[config.mk]
export PLATFORM = sky130hd
export DESIGN_NAME = writeback_stage_flat
export DESIGN_NICKNAME = d
export VERILOG_FILES = /design/src/rtl/writeback_stage_pkg.sv /design/src/rtl/writeback_stage_if.sv /design/src/rtl/writeback_stage_load_align.sv /design/src/rtl/writeback_stage.sv /design/src/flat_wrapper.sv
export SDC_FILE = /design/constraint.sdc
export NUM_CORES = 1
export LEC_CHECK = 0
export CAP_MARGIN = 5
export CELL_PAD_IN_SITES_DETAIL_PLACEMENT = 2
export CELL_PAD_IN_SITES_GLOBAL_PLACEMENT = 2
export CORE_MARGIN = 1
export CORE_UTILIZATION = 24
export CTS_CLUSTER_SIZE = 20
export DETAILED_ROUTE_END_ITERATION = 10
export GPL_TIMING_DRIVEN = 1
export PLACE_DENSITY_LB_ADDON = 0.1
export SYNTH_ARGS = -nofsm -noshare
export SYNTH_HDL_FRONTEND = slang
export SYNTH_SLANG_ARGS = --single-unit
[constraint.sdc]
create_clock -name clk -period 2 [get_ports clk]
set_input_delay 0.2 -clock clk [delete_from_list [all_inputs] [get_ports clk]]
set_output_delay 0.2 -clock clk [all_outputs]
set_load 0.02 [all_outputs]
[src/rtl/writeback_stage_pkg.sv]
// Shared types and constants for the MEM/WB writeback slice.
package riscv_pkg;
  localparam int XLEN       = 32;
  localparam int REG_ADDR_W = 5;

  typedef enum logic [1:0] {
    WB_ALU  = 2'b00,
    WB_LOAD = 2'b01,
    WB_PC4  = 2'b10,
    WB_IMM  = 2'b11
  } wb_sel_t;

  localparam logic [2:0] F3_LB  = 3'b000;
  localparam logic [2:0] F3_LH  = 3'b001;
  localparam logic [2:0] F3_LW  = 3'b010;
  localparam logic [2:0] F3_LBU = 3'b100;
  localparam logic [2:0] F3_LHU = 3'b101;
endpackage

[src/rtl/writeback_stage_if.sv]
// MEM-stage result bundle travelling into the writeback register.
interface writeback_stage_if #(
  parameter int XLEN       = 32,
  parameter int REG_ADDR_W = 5
);
  import riscv_pkg::*;

  logic                  mem_valid;
  logic                  mem_reg_write;
  logic [REG_ADDR_W-1:0] mem_rd;
  wb_sel_t               mem_wb_sel;
  logic [2:0]            mem_funct3;
  logic [XLEN-1:0]       mem_alu_result;
  logic [XLEN-1:0]       mem_load_word;
  logic [XLEN-1:0]       mem_pc_plus4;
  logic [XLEN-1:0]       mem_imm;

  modport master (
    output mem_valid, mem_reg_write, mem_rd, mem_wb_sel, mem_funct3,
           mem_alu_result, mem_load_word, mem_pc_plus4, mem_imm
  );
  modport slave (
    input  mem_valid, mem_reg_write, mem_rd, mem_wb_sel, mem_funct3,
           mem_alu_result, mem_load_word, mem_pc_plus4, mem_imm
  );
endinterface

[src/rtl/writeback_stage_load_align.sv]
// Extracts the addressed byte/halfword from a load word and extends it;
// flags misaligned halfword/word accesses and unknown load types.
module load_align #(
  parameter int XLEN = 32
) (
  input  logic [XLEN-1:0] i_word,
  input  logic [1:0]      i_offset,
  input  logic [2:0]      i_funct3,
  output logic [XLEN-1:0] o_data,
  output logic            o_bad
);
  import riscv_pkg::*;

  logic [7:0]  w_byte;
  logic [15:0] w_half;

  always_comb begin
    w_byte = i_word[7:0];
    case (i_offset)
      2'd1:    w_byte = i_word[15:8];
      2'd2:    w_byte = i_word[23:16];
      2'd3:    w_byte = i_word[31:24];
      default: w_byte = i_word[7:0];
    endcase
    w_half = i_offset[1] ? i_word[31:16] : i_word[15:0];
  end

  always_comb begin
    o_data = '0;
    o_bad  = 1'b0;
    case (i_funct3)
      F3_LB:  o_data = {{(XLEN-8){w_byte[7]}}, w_byte};
      F3_LBU: o_data = {{(XLEN-8){1'b0}}, w_byte};
      F3_LH: begin
        o_data = {{(XLEN-16){w_half[15]}}, w_half};
        o_bad  = i_offset[0];
      end
      F3_LHU: begin
        o_data = {{(XLEN-16){1'b0}}, w_half};
        o_bad  = i_offset[0];
      end
      F3_LW: begin
        o_data = i_word;
        o_bad  = (i_offset != 2'd0);
      end
      default: o_bad = 1'b1;
    endcase
  end
endmodule

[src/rtl/writeback_stage.sv]
// MEM/WB pipeline register: selects and aligns the writeback value, gates
// x0/faulting writes, exports forwarding info and counts retired instructions.
module writeback_stage #(
  parameter int XLEN       = 32,
  parameter int REG_ADDR_W = 5,
  parameter int CNT_W      = 64
) (
  input  logic                  clk,
  input  logic                  rst_n,
  writeback_stage_if.slave      mem,
  input  logic                  wb_stall,
  input  logic                  wb_flush,
  output logic                  write_en,
  output logic [REG_ADDR_W-1:0] WriteAdd,
  output logic [XLEN-1:0]       Reg_WriteData,
  output logic                  fwd_valid,
  output logic [REG_ADDR_W-1:0] fwd_rd,
  output logic [XLEN-1:0]       fwd_data,
  output logic                  load_misalign,
  output logic [CNT_W-1:0]      instret
);
  import riscv_pkg::*;

  logic [XLEN-1:0]       w_load_data;
  logic                  w_load_bad;
  logic [XLEN-1:0]       w_sel_data;
  logic                  w_err;
  logic                  w_retire;
  logic                  w_has_rd;

  logic                  r_valid;
  logic                  r_reg_write;
  logic [REG_ADDR_W-1:0] r_rd;
  logic [XLEN-1:0]       r_data;
  logic                  r_err;
  logic                  r_committed;
  logic [CNT_W-1:0]      r_instret;

  load_align #(.XLEN(XLEN)) u_load_align (
    .i_word   (mem.mem_load_word),
    .i_offset (mem.mem_alu_result[1:0]),
    .i_funct3 (mem.mem_funct3),
    .o_data   (w_load_data),
    .o_bad    (w_load_bad)
  );

  always_comb begin
    w_sel_data = mem.mem_alu_result;
    case (mem.mem_wb_sel)
      WB_LOAD: w_sel_data = w_load_data;
      WB_PC4:  w_sel_data = mem.mem_pc_plus4;
      WB_IMM:  w_sel_data = mem.mem_imm;
      default: w_sel_data = mem.mem_alu_result;
    endcase
    w_err = (mem.mem_wb_sel == WB_LOAD) && w_load_bad;
  end

  // committed marks an entry whose write/count was already issued while stalled.
  always_ff @(posedge clk or negedge rst_n) begin
    if (!rst_n) begin
      r_valid     <= 1'b0;
      r_reg_write <= 1'b0;
      r_rd        <= '0;
      r_data      <= '0;
      r_err       <= 1'b0;
      r_committed <= 1'b0;
    end else if (wb_flush) begin
      r_valid     <= 1'b0;
      r_committed <= 1'b0;
    end else if (wb_stall) begin
      r_committed <= r_committed | r_valid;
    end else begin
      r_valid     <= mem.mem_valid;
      r_reg_write <= mem.mem_reg_write;
      r_rd        <= mem.mem_rd;
      r_data      <= w_sel_data;
      r_err       <= w_err;
      r_committed <= 1'b0;
    end
  end

  assign w_retire = r_valid & ~r_err & ~r_committed;
  assign w_has_rd = r_reg_write & (r_rd != '0);

  always_ff @(posedge clk or negedge rst_n) begin
    if (!rst_n) begin
      r_instret <= '0;
    end else if (w_retire) begin
      r_instret <= r_instret + 1'b1;
    end
  end

  assign write_en      = w_retire & w_has_rd;
  assign WriteAdd      = r_rd;
  assign Reg_WriteData = r_data;
  assign fwd_valid     = r_valid & ~r_err & w_has_rd;
  assign fwd_rd        = r_rd;
  assign fwd_data      = r_data;
  assign load_misalign = r_valid & r_err & ~r_committed;
  assign instret       = r_instret;
endmodule

[src/flat_wrapper.sv]
// flat-port wrapper written by rule: the top's interface ports become plain ports
module writeback_stage_flat import riscv_pkg::*;
#(
  parameter int XLEN       = 32,
  parameter int REG_ADDR_W = 5,
  parameter int CNT_W      = 64
)
  (clk, rst_n, wb_stall, wb_flush, write_en, WriteAdd, Reg_WriteData, fwd_valid, fwd_rd, fwd_data, load_misalign, instret, mem_mem_valid, mem_mem_reg_write, mem_mem_rd, mem_mem_wb_sel, mem_mem_funct3, mem_mem_alu_result, mem_mem_load_word, mem_mem_pc_plus4, mem_mem_imm);
  writeback_stage_if #(.XLEN(XLEN), .REG_ADDR_W(REG_ADDR_W)) mem_i ();
  input  logic clk;
  input  logic rst_n;
  input  logic wb_stall;
  input  logic wb_flush;
  output logic write_en;
  output logic [REG_ADDR_W-1:0] WriteAdd;
  output logic [XLEN-1:0] Reg_WriteData;
  output logic fwd_valid;
  output logic [REG_ADDR_W-1:0] fwd_rd;
  output logic [XLEN-1:0] fwd_data;
  output logic load_misalign;
  output logic [CNT_W-1:0] instret;
  input wire logic [$bits(mem_i.mem_valid)-1:0] mem_mem_valid;
  input wire logic [$bits(mem_i.mem_reg_write)-1:0] mem_mem_reg_write;
  input wire logic [$bits(mem_i.mem_rd)-1:0] mem_mem_rd;
  input wire logic [$bits(mem_i.mem_wb_sel)-1:0] mem_mem_wb_sel;
  input wire logic [$bits(mem_i.mem_funct3)-1:0] mem_mem_funct3;
  input wire logic [$bits(mem_i.mem_alu_result)-1:0] mem_mem_alu_result;
  input wire logic [$bits(mem_i.mem_load_word)-1:0] mem_mem_load_word;
  input wire logic [$bits(mem_i.mem_pc_plus4)-1:0] mem_mem_pc_plus4;
  input wire logic [$bits(mem_i.mem_imm)-1:0] mem_mem_imm;
  assign mem_i.mem_valid = mem_mem_valid;
  assign mem_i.mem_reg_write = mem_mem_reg_write;
  assign mem_i.mem_rd = mem_mem_rd;
  assign mem_i.mem_wb_sel = mem_mem_wb_sel;
  assign mem_i.mem_funct3 = mem_mem_funct3;
  assign mem_i.mem_alu_result = mem_mem_alu_result;
  assign mem_i.mem_load_word = mem_mem_load_word;
  assign mem_i.mem_pc_plus4 = mem_mem_pc_plus4;
  assign mem_i.mem_imm = mem_mem_imm;
  writeback_stage #(.XLEN(XLEN), .REG_ADDR_W(REG_ADDR_W), .CNT_W(CNT_W)) u_core (.clk(clk), .rst_n(rst_n), .mem(mem_i), .wb_stall(wb_stall), .wb_flush(wb_flush), .write_en(write_en), .WriteAdd(WriteAdd), .Reg_WriteData(Reg_WriteData), .fwd_valid(fwd_valid), .fwd_rd(fwd_rd), .fwd_data(fwd_data), .load_misalign(load_misalign), .instret(instret));
endmodule
==> reports/metrics.cfg <==
[routing]
first_iter_violations=269
first_pass_iters=4
drt-total-wl_mm=27.17
ant_nets=0
drc=0
viasPerCell=4.936
avgRoutedWirePerCell_um=20.58
vias=6515

[floorplan]
die-area_mm2=0.02688
die_h_um=164.0
die_x_um=164.0
start_util=0.2471
coreArea_mm2=0.02547
rows=58
pin_count=285

[power]
leakage_nw=4.276
pwr_density_cell_mw_per_mm2=621.7
peakVddDrop_v=0.0003775

[final_layout]
drive_above_1_share=0.1496
fillers=2765
final_common_cell=clkdlybuf4s50_1
multi_input_area_mm2=0.003286
instances_no_fill=1320
seq_area_mm2=0.002633
fin_nets=1130
area_growth_pct=61.06
finalInstanceArea_mm2=0.01014
utilization=0.3980
final_cell_mix=278 x clkdlybuf4s50_1, 101 x dfrtp_1, 96 x nand2_1

[setup_path]
crit_slowest_cell=dfrtp_2
required_ps=2280
cpPeakStageDelay_ps=440
end_kind=flop
arrival_ps=2200
crit_type=flop to flop
cp_top_family=simple AND/OR/NAND/NOR gates
cp_max_fo=6
cp-start-kind=flop
crit_chain=or3b_4 > nor4_4 > buf_4 > nand4_4 > nor4_1 > xor2_1
cp_num_buf_inv=1

[logic_synthesis]
synth_seq_area_share=0.4174
synthesis.area_mm2=0.006295
synth.distinct_cells=47
ys.flop_type=dfrtp_1
ys_ff_latch=105
synth-adder-area-share=0.001988
ys_warn_count=0
syn_area_per_cell_um2=9.123
synthArstFlopShare=1.000
synthCells=690
synth_mux_area_frac=0.03737
synth_compound_gate_area_share=0.1314
synth_edf_count=0
synth_xor_area_frac=0.08766
syn_nets=835
synth_simple_gate_area_frac=0.2465
synth_top_family_by_area=simple AND/OR/NAND/NOR gates

[placed_design]
dp_hpwl_mm=21.85
port_buffers=284
dp_cells=1296
placed_area_mm2=0.009656
globalplace.congestion=0.8650

[sta]
fin_hold_ws_ps=358.4
max_freq_mhz=520.9
setup_viol=0
period_needed_ps=1920
slew_headroom=0.5945
finalMaxSlewViolations=0
worst_pin_slew_ps=608.3
hold_violations=0
rsz0062_at_grt=true
finalCritPeriodShare=0.9599
skew_ps=8.503

[job]
max-cap-violations=0

[global_routing]
grt_first_pass_wirelength_mm=41.76
grt_pass1_vias=7239
grt_remaining_overflow=0
antenna_found_initial=2
grt_start_max_net_pins=51
grt.met1_usage=0.2407
use_met2=0.3727
gr-usage-all-layers=0.2053
busiest_layer=met2
met3_usage=0.04318

[clock_network]
htree_levels=3
clk_path_buf_depth=2
cts_made_buffers=9
insertion_delay_ps=360
cts_root_buf=clkbuf_16
cts_tree=yes
clk_pin_slew_ps=80
cts.sinks=105

[run_status]
outcome=completed

[hold_path]
hp-class=primary input to async pin

-- through the flow --
stage / setup TNS (ps) / worst slack (ps) / power, mW
final: 0 / 80.25 / 6.303
after global routing: -93.74 / -31.57 / 6.607
after CTS: -6.652 / -6.652 / 6.396
after detailed placement: -2311 / -118.0 / 4.487
after global placement: -697.6 / -45.71 / 4.444
after floorplan: 0 / 39.15 / 3.391
-- timing repair --
action,CTS,global route
resized for setup,6,28
hold buffers,1,0
hold endpoints to repair,36,0
pin swaps,1,5
buffers inserted,1,6
gates cloned,0,0
endpoints found under the setup margin,10,22
-- metal layers --
metal / wire length [um] / up-vias
met5: 0 / -
li1: - / 3004
met3: 1580 / 26
met4: 500 / 0
met2: 14080 / 222
met1: 11000 / 3263
-- layout make-up --
class / instances / share of cell area
repair buffers: 360 / 0.3401
clock buffers: 9 / 0.02221
multi-input cells: 494 / 0.3241
flip-flops and latches: 105 / 0.2597
inverters: 15 / 0.005553
well taps: 330 / 0.04073
diodes: 1 / 0.0002468
clock inverters: 6 / 0.007405
-- final timing paths --
path	endpoint	slack, ps	startpoint	depth (start not counted)
worst max-delay path	u_core.instret[48]$_DFFE_PN0P_	80	u_core.r_committed$_DFF_PN0_	6
worst min-delay path	u_core.instret[10]$_DFFE_PN0P_	360	rst_n	2
worst max register to register	u_core.instret[48]$_DFFE_PN0P_	80	u_core.r_committed$_DFF_PN0_	6
worst min register to register	u_core.instret[63]$_DFFE_PN0P_	470	u_core.instret[63]$_DFFE_PN0P_	1
max in group asynchronous	u_core.Reg_WriteData[14]$_DFFE_PN0P_	930	rst_n	3
min in group clk	u_core.WriteAdd[3]$_DFFE_PN0P_	390	mem_mem_rd[3]	3
-- kinds of logic (layout without fill, tap and decap cells) --
| family | count (synthesis) | count (layout) |
|---|---|---|
| simple gates | 286 | 286 |
| other cells | 0 | 1 |
| xor+xnor | 63 | 63 |
| mux | 11 | 11 |
| fa+ha+maj | 1 | 1 |
| compound gates | 133 | 133 |
| buf+inv | 91 | 390 |
| flops | 105 | 105 |
-- registers in the layout, indices dropped and copies added (netlist names) --
name / count
u_core.instret: 64
u_core.Reg_WriteData: 32
u_core.WriteAdd: 5
u_core.r_committed: 1
u_core.r_err: 1
u_core.r_reg_write: 1
u_core.r_valid: 1
-- report_power, final --
| group | switching, mW | internal [mW] | total, mW |
|---|---|---|---|
| sequential | 0.162 | 2.28 | 2.45 |
| combinational | 0.971 | 1.01 | 1.98 |
| clock | 0.895 | 0.985 | 1.88 |
-- synthesized netlist by cell type (2+ instances only) --
| cell | number | area, um2 |
|---|---|---|
| a21o_1 | 9 | 67.56 |
| mux4_2 | 10 | 225.2 |
| xnor2_1 | 35 | 306.5 |
| dfrtp_1 | 105 | 2628 |
| nor2b_1 | 9 | 56.30 |
| buf_2 | 4 | 20.02 |
| inv_1 | 15 | 56.30 |
| a221oi_1 | 7 | 61.31 |
| nand3b_1 | 18 | 135.1 |
| nor2_1 | 61 | 229.0 |
| and3_1 | 7 | 43.79 |
| nor4_1 | 9 | 56.30 |
| buf_4 | 38 | 285.3 |
| nor4_4 | 3 | 63.81 |
| nand2_1 | 96 | 360.4 |
| a31oi_1 | 26 | 162.7 |
| or2_2 | 6 | 37.54 |
| nand4_1 | 25 | 156.4 |
| buf_1 | 2 | 7.510 |
| o22ai_1 | 24 | 150.1 |
| and4_1 | 6 | 52.55 |
| o221ai_1 | 8 | 70.07 |
| nand4_2 | 4 | 50.05 |
| o21ai_0 | 34 | 170.2 |
| a21oi_1 | 17 | 85.08 |
| xor2_1 | 28 | 245.2 |
| clkbuf_1 | 32 | 120.1 |
| nand3_1 | 16 | 80.08 |
| nor3_1 | 9 | 45.04 |
| nand4_4 | 2 | 42.54 |
| a22oi_1 | 8 | 60.06 |
| nand2b_1 | 2 | 12.51 |
Note: power is estimated with default switching activity, not from simulation.
